--- config.mk ---
export PLATFORM = sky130hd
export DESIGN_NAME = ex_pipe_stage
export DESIGN_NICKNAME = d
export VERILOG_FILES = /design/src/rtl/ex_pipe_stage.sv
export SDC_FILE = /design/constraint.sdc
export NUM_CORES = 1
export LEC_CHECK = 0
export CORE_ASPECT_RATIO = 1.5
export CORE_MARGIN = 8
export CORE_UTILIZATION = 47
export DETAILED_ROUTE_END_ITERATION = 6
export PLACE_DENSITY = 0.69
export RECOVER_POWER = 50
export SETUP_SLACK_MARGIN = 0.2
export SLEW_MARGIN = 10
export SYNTH_ARGS = -nofsm -noshare
export SYNTH_HDL_FRONTEND = slang
export SYNTH_SLANG_ARGS = --single-unit
--- constraint.sdc ---
create_clock -name clk -period 12.4 [get_ports clk]
set_input_delay 2.48 -clock clk [delete_from_list [all_inputs] [get_ports clk]]
set_output_delay 2.48 -clock clk [all_outputs]
set_load 0.05 [all_outputs]
--- src/rtl/ex_pipe_stage.sv ---
// ex_pipe_stage: execute stage with a one-cycle ALU path and an iterative
// shift-add multiplier. Results sit in a single output register slot guarded
// by a valid/ready handshake on both sides.
module ex_pipe_stage #(
  parameter int WIDTH = 32,
  parameter int AW    = 5
) (
  input  logic             clk,
  input  logic             reset,
  input  logic             in_valid,
  output logic             in_ready,
  input  logic [3:0]       alu_op,
  input  logic             aluSrc,
  input  logic             reg_dst,
  input  logic [WIDTH-1:0] pc,
  input  logic [WIDTH-1:0] immediate,
  input  logic [WIDTH-1:0] rs_val,
  input  logic [WIDTH-1:0] rt_val,
  input  logic [AW-1:0]    rt_addr,
  input  logic [AW-1:0]    rd_addr,
  output logic             out_valid,
  input  logic             out_ready,
  output logic [WIDTH-1:0] alu_out,
  output logic [WIDTH-1:0] pc_branch,
  output logic [WIDTH-1:0] rt_val_out,
  output logic             zero,
  output logic [AW-1:0]    reg_dst_addr,
  output logic             busy
);

  localparam int CW = (WIDTH > 1) ? $clog2(WIDTH) : 1;
  localparam logic [CW-1:0]    LAST_ITER = CW'(WIDTH - 1);
  localparam logic [CW-1:0]    CNT_ONE   = {{(CW-1){1'b0}}, 1'b1};
  localparam logic [WIDTH-1:0] ONE_W     = {{(WIDTH-1){1'b0}}, 1'b1};
  localparam logic [WIDTH-1:0] ZERO_W    = {WIDTH{1'b0}};

  typedef enum logic [1:0] {
    IDLE = 2'd0,
    MUL  = 2'd1,
    DONE = 2'd2
  } state_t;

  state_t           state_r, state_next_s;
  logic [WIDTH-1:0] mcand_r, mplier_r, acc_r;
  logic [CW-1:0]    cnt_r;
  logic [WIDTH-1:0] hold_pcb_r, hold_rt_r;
  logic [AW-1:0]    hold_dst_r;
  logic             out_valid_r, zero_r, busy_r;
  logic [WIDTH-1:0] alu_out_r, pc_branch_r, rt_val_out_r;
  logic [AW-1:0]    reg_dst_addr_r;

  logic             can_load_s, accept_s, is_mul_s, last_iter_s, mul_load_s;
  logic [WIDTH-1:0] opb_s, alu_res_s, pcb_s, mul_final_s, mul_value_s;
  logic [AW-1:0]    dst_s;

  // Single-cycle ALU; reserved and MUL opcodes yield zero on this path.
  function automatic logic [WIDTH-1:0] alu_calc(input logic [3:0] op,
                                                input logic [WIDTH-1:0] a,
                                                input logic [WIDTH-1:0] b);
    logic [WIDTH-1:0] r;
    case (op)
      4'd0:    r = a + b;
      4'd1:    r = a - b;
      4'd2:    r = a & b;
      4'd3:    r = a | b;
      4'd4:    r = a ^ b;
      4'd5:    r = ~(a | b);
      4'd6:    r = ($signed(a) < $signed(b)) ? ONE_W : ZERO_W;
      default: r = ZERO_W;
    endcase
    return r;
  endfunction

  assign can_load_s  = !out_valid_r || out_ready;
  assign in_ready    = (state_r == IDLE) && can_load_s;
  assign accept_s    = in_valid && in_ready;
  assign is_mul_s    = (alu_op == 4'd7);
  assign opb_s       = aluSrc ? immediate : rt_val;
  assign alu_res_s   = alu_calc(alu_op, rs_val, opb_s);
  assign pcb_s       = pc + immediate + ONE_W;
  assign dst_s       = reg_dst ? rd_addr : rt_addr;
  assign last_iter_s = (cnt_r == LAST_ITER);
  // Accumulator value including the current multiplier bit's partial product.
  assign mul_final_s = acc_r + (mplier_r[0] ? mcand_r : ZERO_W);
  assign mul_value_s = (state_r == DONE) ? acc_r : mul_final_s;
  assign mul_load_s  = can_load_s &&
                       (((state_r == MUL) && last_iter_s) || (state_r == DONE));

  assign out_valid    = out_valid_r;
  assign alu_out      = alu_out_r;
  assign pc_branch    = pc_branch_r;
  assign rt_val_out   = rt_val_out_r;
  assign zero         = zero_r;
  assign reg_dst_addr = reg_dst_addr_r;
  assign busy         = busy_r;

  // FSM state register.
  always_ff @(posedge clk) begin
    if (reset) begin
      state_r <= IDLE;
    end else begin
      state_r <= state_next_s;
    end
  end

  // FSM next-state: MUL iterates, DONE parks a finished product until the
  // output slot frees up.
  always_comb begin
    state_next_s = state_r;
    case (state_r)
      IDLE: begin
        if (accept_s && is_mul_s) begin
          state_next_s = MUL;
        end else begin
          state_next_s = IDLE;
        end
      end
      MUL: begin
        if (last_iter_s) begin
          if (can_load_s) begin
            state_next_s = IDLE;
          end else begin
            state_next_s = DONE;
          end
        end else begin
          state_next_s = MUL;
        end
      end
      DONE: begin
        if (can_load_s) begin
          state_next_s = IDLE;
        end else begin
          state_next_s = DONE;
        end
      end
      default: state_next_s = IDLE;
    endcase
  end

  // Multiplier datapath: latch operands on accept, then one bit per cycle.
  always_ff @(posedge clk) begin
    if (reset) begin
      mcand_r    <= ZERO_W;
      mplier_r   <= ZERO_W;
      acc_r      <= ZERO_W;
      cnt_r      <= {CW{1'b0}};
      hold_pcb_r <= ZERO_W;
      hold_rt_r  <= ZERO_W;
      hold_dst_r <= {AW{1'b0}};
    end else if (accept_s && is_mul_s) begin
      mcand_r    <= rs_val;
      mplier_r   <= opb_s;
      acc_r      <= ZERO_W;
      cnt_r      <= {CW{1'b0}};
      hold_pcb_r <= pcb_s;
      hold_rt_r  <= rt_val;
      hold_dst_r <= dst_s;
    end else if (state_r == MUL) begin
      acc_r    <= mul_final_s;
      mcand_r  <= {mcand_r[WIDTH-2:0], 1'b0};
      mplier_r <= {1'b0, mplier_r[WIDTH-1:1]};
      cnt_r    <= cnt_r + CNT_ONE;
    end
  end

  // Busy flag mirrors the iterating state, registered.
  always_ff @(posedge clk) begin
    if (reset) begin
      busy_r <= 1'b0;
    end else begin
      busy_r <= (state_next_s == MUL);
    end
  end

  // Output slot: load ALU or MUL result, drop valid on a pop with no reload,
  // otherwise hold.
  always_ff @(posedge clk) begin
    if (reset) begin
      out_valid_r    <= 1'b0;
      alu_out_r      <= ZERO_W;
      pc_branch_r    <= ZERO_W;
      rt_val_out_r   <= ZERO_W;
      reg_dst_addr_r <= {AW{1'b0}};
      zero_r         <= 1'b1;
    end else if (accept_s && !is_mul_s) begin
      out_valid_r    <= 1'b1;
      alu_out_r      <= alu_res_s;
      pc_branch_r    <= pcb_s;
      rt_val_out_r   <= rt_val;
      reg_dst_addr_r <= dst_s;
      zero_r         <= (alu_res_s == ZERO_W);
    end else if (mul_load_s) begin
      out_valid_r    <= 1'b1;
      alu_out_r      <= mul_value_s;
      pc_branch_r    <= hold_pcb_r;
      rt_val_out_r   <= hold_rt_r;
      reg_dst_addr_r <= hold_dst_r;
      zero_r         <= (mul_value_s == ZERO_W);
    end else if (out_valid_r && out_ready) begin
      out_valid_r <= 1'b0;
    end
  end

endmodule
==> out/qor.yml, run 1 <==
synthXorXnorAreaFrac_pct: 2.742
first_iter_violations: 1921
maxCapViolations: 5
synth_top_cell_area_share_pct: 26.21
fin_cells: 3600
path_cells: "dlygate4sd3_1 -> clkbuf_1 -> and4b_1 -> nor4bb_1 -> clkbuf_1 -> a22oi_1 -> a21oi_1"
cts-root-buf: "clkbuf_16"
grt_max_degree: 96
critPathTopFamily: "buffers and inverters"
synthSimpleGateAreaFrac_pct: 22.27
die-area_sq_um: 52030
slowest_delay_ns: 2.78
min_path_cells: 2
peakVddDrop_mv: 0.1371
power.leakage_nw: 10.19
htreeDepth: 1
tightestPinTransition_ns: 4.033
synth_compound_area_share_pct: 29.04
clock_skew_ns: 0.01290
place_inst: 3546
ys_seq_area_share_pct: 26.21
timing.critical_path.buf_inv: 3
synth_nets: 3202
relSlewSlack_pct: -168.8
final_layout_size_suffix_gt1_share_pct: 4.277
r2r.worst_path.cells: 5
first_pass_iters: 6
overflow: 0
synthArstFlopShare_pct: 0
clk_path_buf_depth: 3
cp.depth: 7
ant_nets: 0
synthDistinctLibCells: 92
syn2layout_area_growth_pct: 17.49
synth_top_area_cell: "dfxtp_1"
core_sq_um: 44570
synthCells: 2870
setup_tns_ns: 0
insertion_delay_ns: 0.59
grt_pass1_vias: 21898
synthTopCellsByArea: "dfxtp_1 26%, ha_1 11%, nand2_1 8.4%, a21oi_1 7.2%, nor2_1 5.6%"
totalWireLength_microns: 87670
die_w_microns: 188.9
power_density_nw_per_um2: 107.3
syn_avg_cell_area_sq_um: 7.346
ctsHoldBuffers: 0
viasPerCell: 6.219
gp_congestion: 0.9572
nNetsFinal: 3327
synth_top_family_by_area: "compound AO/OA/AOI/OAI gates"
hp-class: "flip-flop to flip-flop"
cts.repair.resized: 0
post-dp-hpwl_microns: 66690
synth_mux_area_share_pct: 2.949
synth_edf_count: 0
grtUsageTotal_pct: 32.23
ys.flop_type: "dfxtp_1"
violations: "capacitance limit, slew limit"
required_ns: 12.90
grt_first_pass_wirelength_microns: 131200
path_class: "input pin to flip-flop"
die_y_microns: 275.4
startpoint_type: "input pin"
crit_path_max_fanout: 68
slowest_stage: "clkbuf_1"
whs_ns: 0.4494
clock_sinks: 276
initial_core_util_pct: 47.30
synth_common_cells: "470 x nand2_1, 316 x nor2_1, 305 x a21oi_1"
finalCritPeriodShare_pct: 79.18
arrival_ns: 10.32
rsz0062_at_grt: "false"
cts_setup_buffers: 0
antenna_found_initial: 3
nFillCells: 4277
portBuffers: 252
hold_viol: 0
io_pins: 253
fin_crit_ns: 9.818
status: "finished, violations left"
cts_buffers: 29
ys_ff_latch: 276
setup_viol: 0
rows: 95
cts_tree: "yes"
path_clk_slew_ns: 0.06
vias: 22387
crit_top_cell: "clkbuf_1"
synthAdderAreaFrac_pct: 11.06
ys_warn_count: 0
slew_viol_final: 289
drc: 0
wl_per_cell_microns: 24.35
netlist_area_sq_um: 21080
yosysMostFrequentCell: "nand2_1"
endpoint_kind: "flip-flop"
fmax_mhz: 101.8
## kinds of logic after synthesis
kind of cell | count (synthesis)
simple gates | 1061
compound gates | 911
buf+inv | 311
flops | 276
fa+ha+maj | 184
xor+xnor | 66
mux | 61
## sequential cells by signal, indices dropped and copies added, names as in the netlist, 32 cells and up
register and flops:
acc_r 32, alu_out 32, hold_pcb_r 32, hold_rt_r 32
mcand_r 32, mplier_r 32, pc_branch 32, rt_val_out 32
## power by group
group          total (mW)  internal [mW]  switching [mW]
Combinational       0.856          0.285           0.570
Clock               0.856          0.464           0.391
Sequential          0.947          0.922          0.0241
Total                2.66           1.67           0.986
## final timing paths
kind	start	endpoint	slack (ns)
max	alu_op[3]	rt_val_out[1]	2.58
min	alu_out[8]	alu_out[8]	0.45
max reg2reg	state_r[0]	rt_val_out[1]	6.75
min reg2reg	alu_out[8]	alu_out[8]	0.45
## layout by cell type (no fill, tap or decap), types with 25 or more instances in the layout
cell type,Yosys,final
nand2b_1,26,25
nor3_1,34,34
and2_1,40,40
nand3_1,40,40
a21oi_1,305,305
ha_1,180,180
o211ai_1,36,36
nand2_1,470,470
a22oi_1,72,72
o21ai_0,104,104
dfxtp_1,276,276
a221oi_1,63,63
a21o_1,52,52
nor2_1,316,312
a211oi_1,47,47
buf_4,1,30
a311oi_1,35,35
xnor2_1,46,46
clkbuf_16,0,29
inv_1,119,119
clkdlybuf4s50_1,0,140
dlygate4sd3_1,0,109
mux2i_1,52,52
## final cells by class
cell class	count	area, sq um	share of cell area (%)
sequential	276	5525	22.31
inverter	119	446.7	1.803
timing repair buffer	286	2754	11.12
multi-input combinational	2283	14400	58.15
antenna	2	5.005	0.02020
clock inverter	11	87.58	0.3536
tap	582	728.2	2.940
clock buffer	41	820.8	3.313
## per-layer routing
metal / wire [microns] / track usage (%) / up-vias
met4: 6975 / 23.24 / 4
li1: - / - / 10569
met3: 6464 / 5.601 / 230
met5: 25 / 0 / -
met2: 41850 / 55.16 / 1005
met1: 32360 / 35.78 / 10579
## worst min-delay path: stages (launching register included)
cell	delay, ns
dfxtp_1	0.31
nand2_1	0.05
a21oi_1	0.05
## per-stage QoR
stage / utilization [%] / setup slack, ns / instance area [sq um] / total power, mW
6_report: 55.57 / 2.582 / 24770 / 2.658
5_1_grt: 55.56 / 2.468 / 24770 / 2.761
4_1_cts: 55.65 / 5.142 / 24800 / 2.670
3_5_place_dp: 53.61 / 4.526 / 23900 / 1.818
3_3_place_gp: 53.61 / 4.567 / 23900 / 1.812
2_1_floorplan: - / 5.814 / 21080 / 1.495
(Power assumes the default switching activity.)
==> run 2, diff against run 1 <==
==> constraint.sdc (replaced) <==
create_clock -name clk -period 9.5 [get_ports clk]
set_input_delay 1.9 -clock clk [delete_from_list [all_inputs] [get_ports clk]]
set_output_delay 1.9 -clock clk [all_outputs]
set_load 0.05 [all_outputs]
==> out/qor.yml, run 2 (synthesis results as in run 1) <==
status: "finished, violations left"  # unchanged
violations: "capacitance limit, slew limit"  # unchanged
place_area_sq_um: 23910  # was 23900 sq um
viasPerCell: 6.255  # was 6.219
crit_top_cell: "clkbuf_1"  # unchanged
post-dp-hpwl_microns: 68050  # was 66690 microns
overflow: 0  # unchanged
crit_path_max_fanout: 90  # was 68
clock_skew_ns: 0.01829  # was 0.01290 ns
htreeDepth: 1  # unchanged
syn2layout_area_growth_pct: 18.16  # was 17.49%
first_pass_iters: 6  # unchanged
totalWireLength_microns: 88900  # was 87670 microns
die_w_microns: 188.9  # unchanged
antenna_cells: 0  # was 2
setup_viol: 0  # unchanged
final_layout_size_suffix_gt1_share_pct: 4.440  # was 4.277%
clk_path_buf_depth: 3  # unchanged
cts.repair.resized: 0  # unchanged
slew_viol_final: 292  # was 289
slowest_delay_ns: 2.98  # was 2.78 ns
path_clk_slew_ns: 0.06  # about the same
cts_setup_buffers: 0  # unchanged
initial_core_util_pct: 47.30  # unchanged
path_cells: "clkbuf_1 -> clkbuf_1 -> nor2_1 -> nand2_1 -> o31ai_1"  # was dlygate4sd3_1 -> clkbuf_1 -> and4b_1 -> nor4bb_1 -> clkbuf_1 -> a22oi_1 -> a21oi_1
slowest_stage: "clkbuf_1"  # unchanged
fin_cells: 3600  # unchanged
grt_first_pass_wirelength_microns: 133200  # was 131200 microns
arrival_ns: 8.07  # was 10.32 ns
ant_nets: 0  # unchanged
crit_start: "reset"  # was alu_op[3]
finalCritPeriodShare_pct: 81.49
hold_viol: 0  # unchanged
ctsHoldBuffers: 0  # unchanged
stdcell_area_sq_um: 24910  # was 24770 sq um
die_y_microns: 275.4  # unchanged
layout_commonest_cell: "nand2_1"  # unchanged
total_power_mw: 3.607  # was 2.658 mW
power_density_nw_per_um2: 144.8  # was 107.3 nW/um^2
portBuffers: 252  # unchanged
min-delay-start: "rt_val_out[8]"  # was alu_out[8]
required_ns: 9.83  # was 12.90 ns
power.leakage_nw: 10.25  # was 10.19 nW
cts-root-buf: "clkbuf_16"  # unchanged
first_iter_violations: 1966  # was 1921
die-area_sq_um: 52030  # unchanged
rsz0062_at_grt: "false"  # unchanged
gp_congestion: 0.9449  # was 0.9572
path_class: "input pin to flip-flop"  # unchanged
relSlewSlack_pct: -171.4  # was -168.8%
hp-class: "flip-flop to flip-flop"  # unchanged
clock_sinks: 276  # unchanged
insertion_delay_ns: 0.59  # about the same
peakVddDrop_mv: 0.1782  # was 0.1371 mV
startpoint_type: "input pin"  # unchanged
antenna_found_initial: 6  # was 3
fin_crit_ns: 7.741
core_sq_um: 44570  # unchanged
grt_max_degree: 94  # was 96
wl_per_cell_microns: 24.70  # was 24.35 microns
place_inst: 3547  # was 3546
final_cell_mix: "470 x nand2_1, 312 x nor2_1, 305 x a21oi_1"  # unchanged
cts_tree: "yes"  # unchanged
vias: 22519  # was 22387
maxCapViolations: 5  # unchanged
cts_buffers: 29  # unchanged
worstReg2RegStart: "state_r[0]"  # unchanged
tightestPinTransition_ns: 4.071  # was 4.033 ns
rows: 95  # unchanged
drc: 0  # unchanged
grtUsageTotal_pct: 32.83  # was 32.23%
grt_pass1_vias: 22260  # was 21898
nNetsFinal: 3328  # was 3327
endpoint_kind: "flip-flop"  # unchanged
setup_tns_ns: 0  # unchanged
fmax_mhz: 129.2
io_pins: 253  # unchanged
[run 2: cell types whose count changed in the layout (fill, tap and decap cells not counted), sizes merged]
cell           delta
bufinv            +5
clkinv            -4
dlygate4sd3       -3
clkbuf            -2
buf               +1
diode             -2
clkinvlp          +2
clkdlybuf4s50     +3
[run 2: metrics by stage]
step	util (%)	setup WS (ns)	hold WS (ns)
after floorplan	-	3.494	0.4255
after global placement	53.63	2.511	0.4393
after detailed placement	53.63	2.418	0.4456
after CTS	55.94	3.016	0.4553
after global routing	55.89	1.405	0.4699
final	55.89	1.759	0.4513
[run 2: final timing paths]
check | to | slack, ns | depth (start not counted)
worst max register to register | cnt_r[3] | 4.54 | 7
worst max-delay path | hold_pcb_r[30] | 1.76 | 5
worst min register to register | rt_val_out[8] | 0.45 | 2
worst min-delay path | rt_val_out[8] | 0.45 | 2
[run 2: power breakdown]
part	switching, mW	internal [mW]	leakage (nW)
Sequential	0.0301	1.20	2.24
Clock	0.519	0.734	0.496
Combinational	0.747	0.373	7.51
[run 2: cell type report]
type                            instances  area (sq um)
Fill cell                            4281         19660
Clock buffer                           39         803.3
Inverter                              119         446.7
Clock inverter                         14         227.7
Timing Repair Buffer                  287          2760
Tap cell                              582         728.2
Multi-Input combinational cell       2283         14420
Sequential cell                       276          5525
[run 2: per-layer routing]
layer / global-route usage, % / vias up / share of wire [%]
met3: 5.702 / 264 / 6.7
li1: - / 10566 / -
met4: 25.36 / 8 / 8.8
met1: 35.80 / 10704 / 37
met2: 56.20 / 977 / 48
met5: 0 / - / 0.064
[run 2: critical path: cells and delay by family]
family	cells	cell delay, ns
AO/OA/AOI/OAI	1	0.09
buffers and inverters	2	4.91
AND/OR/NAND/NOR	2	1.06
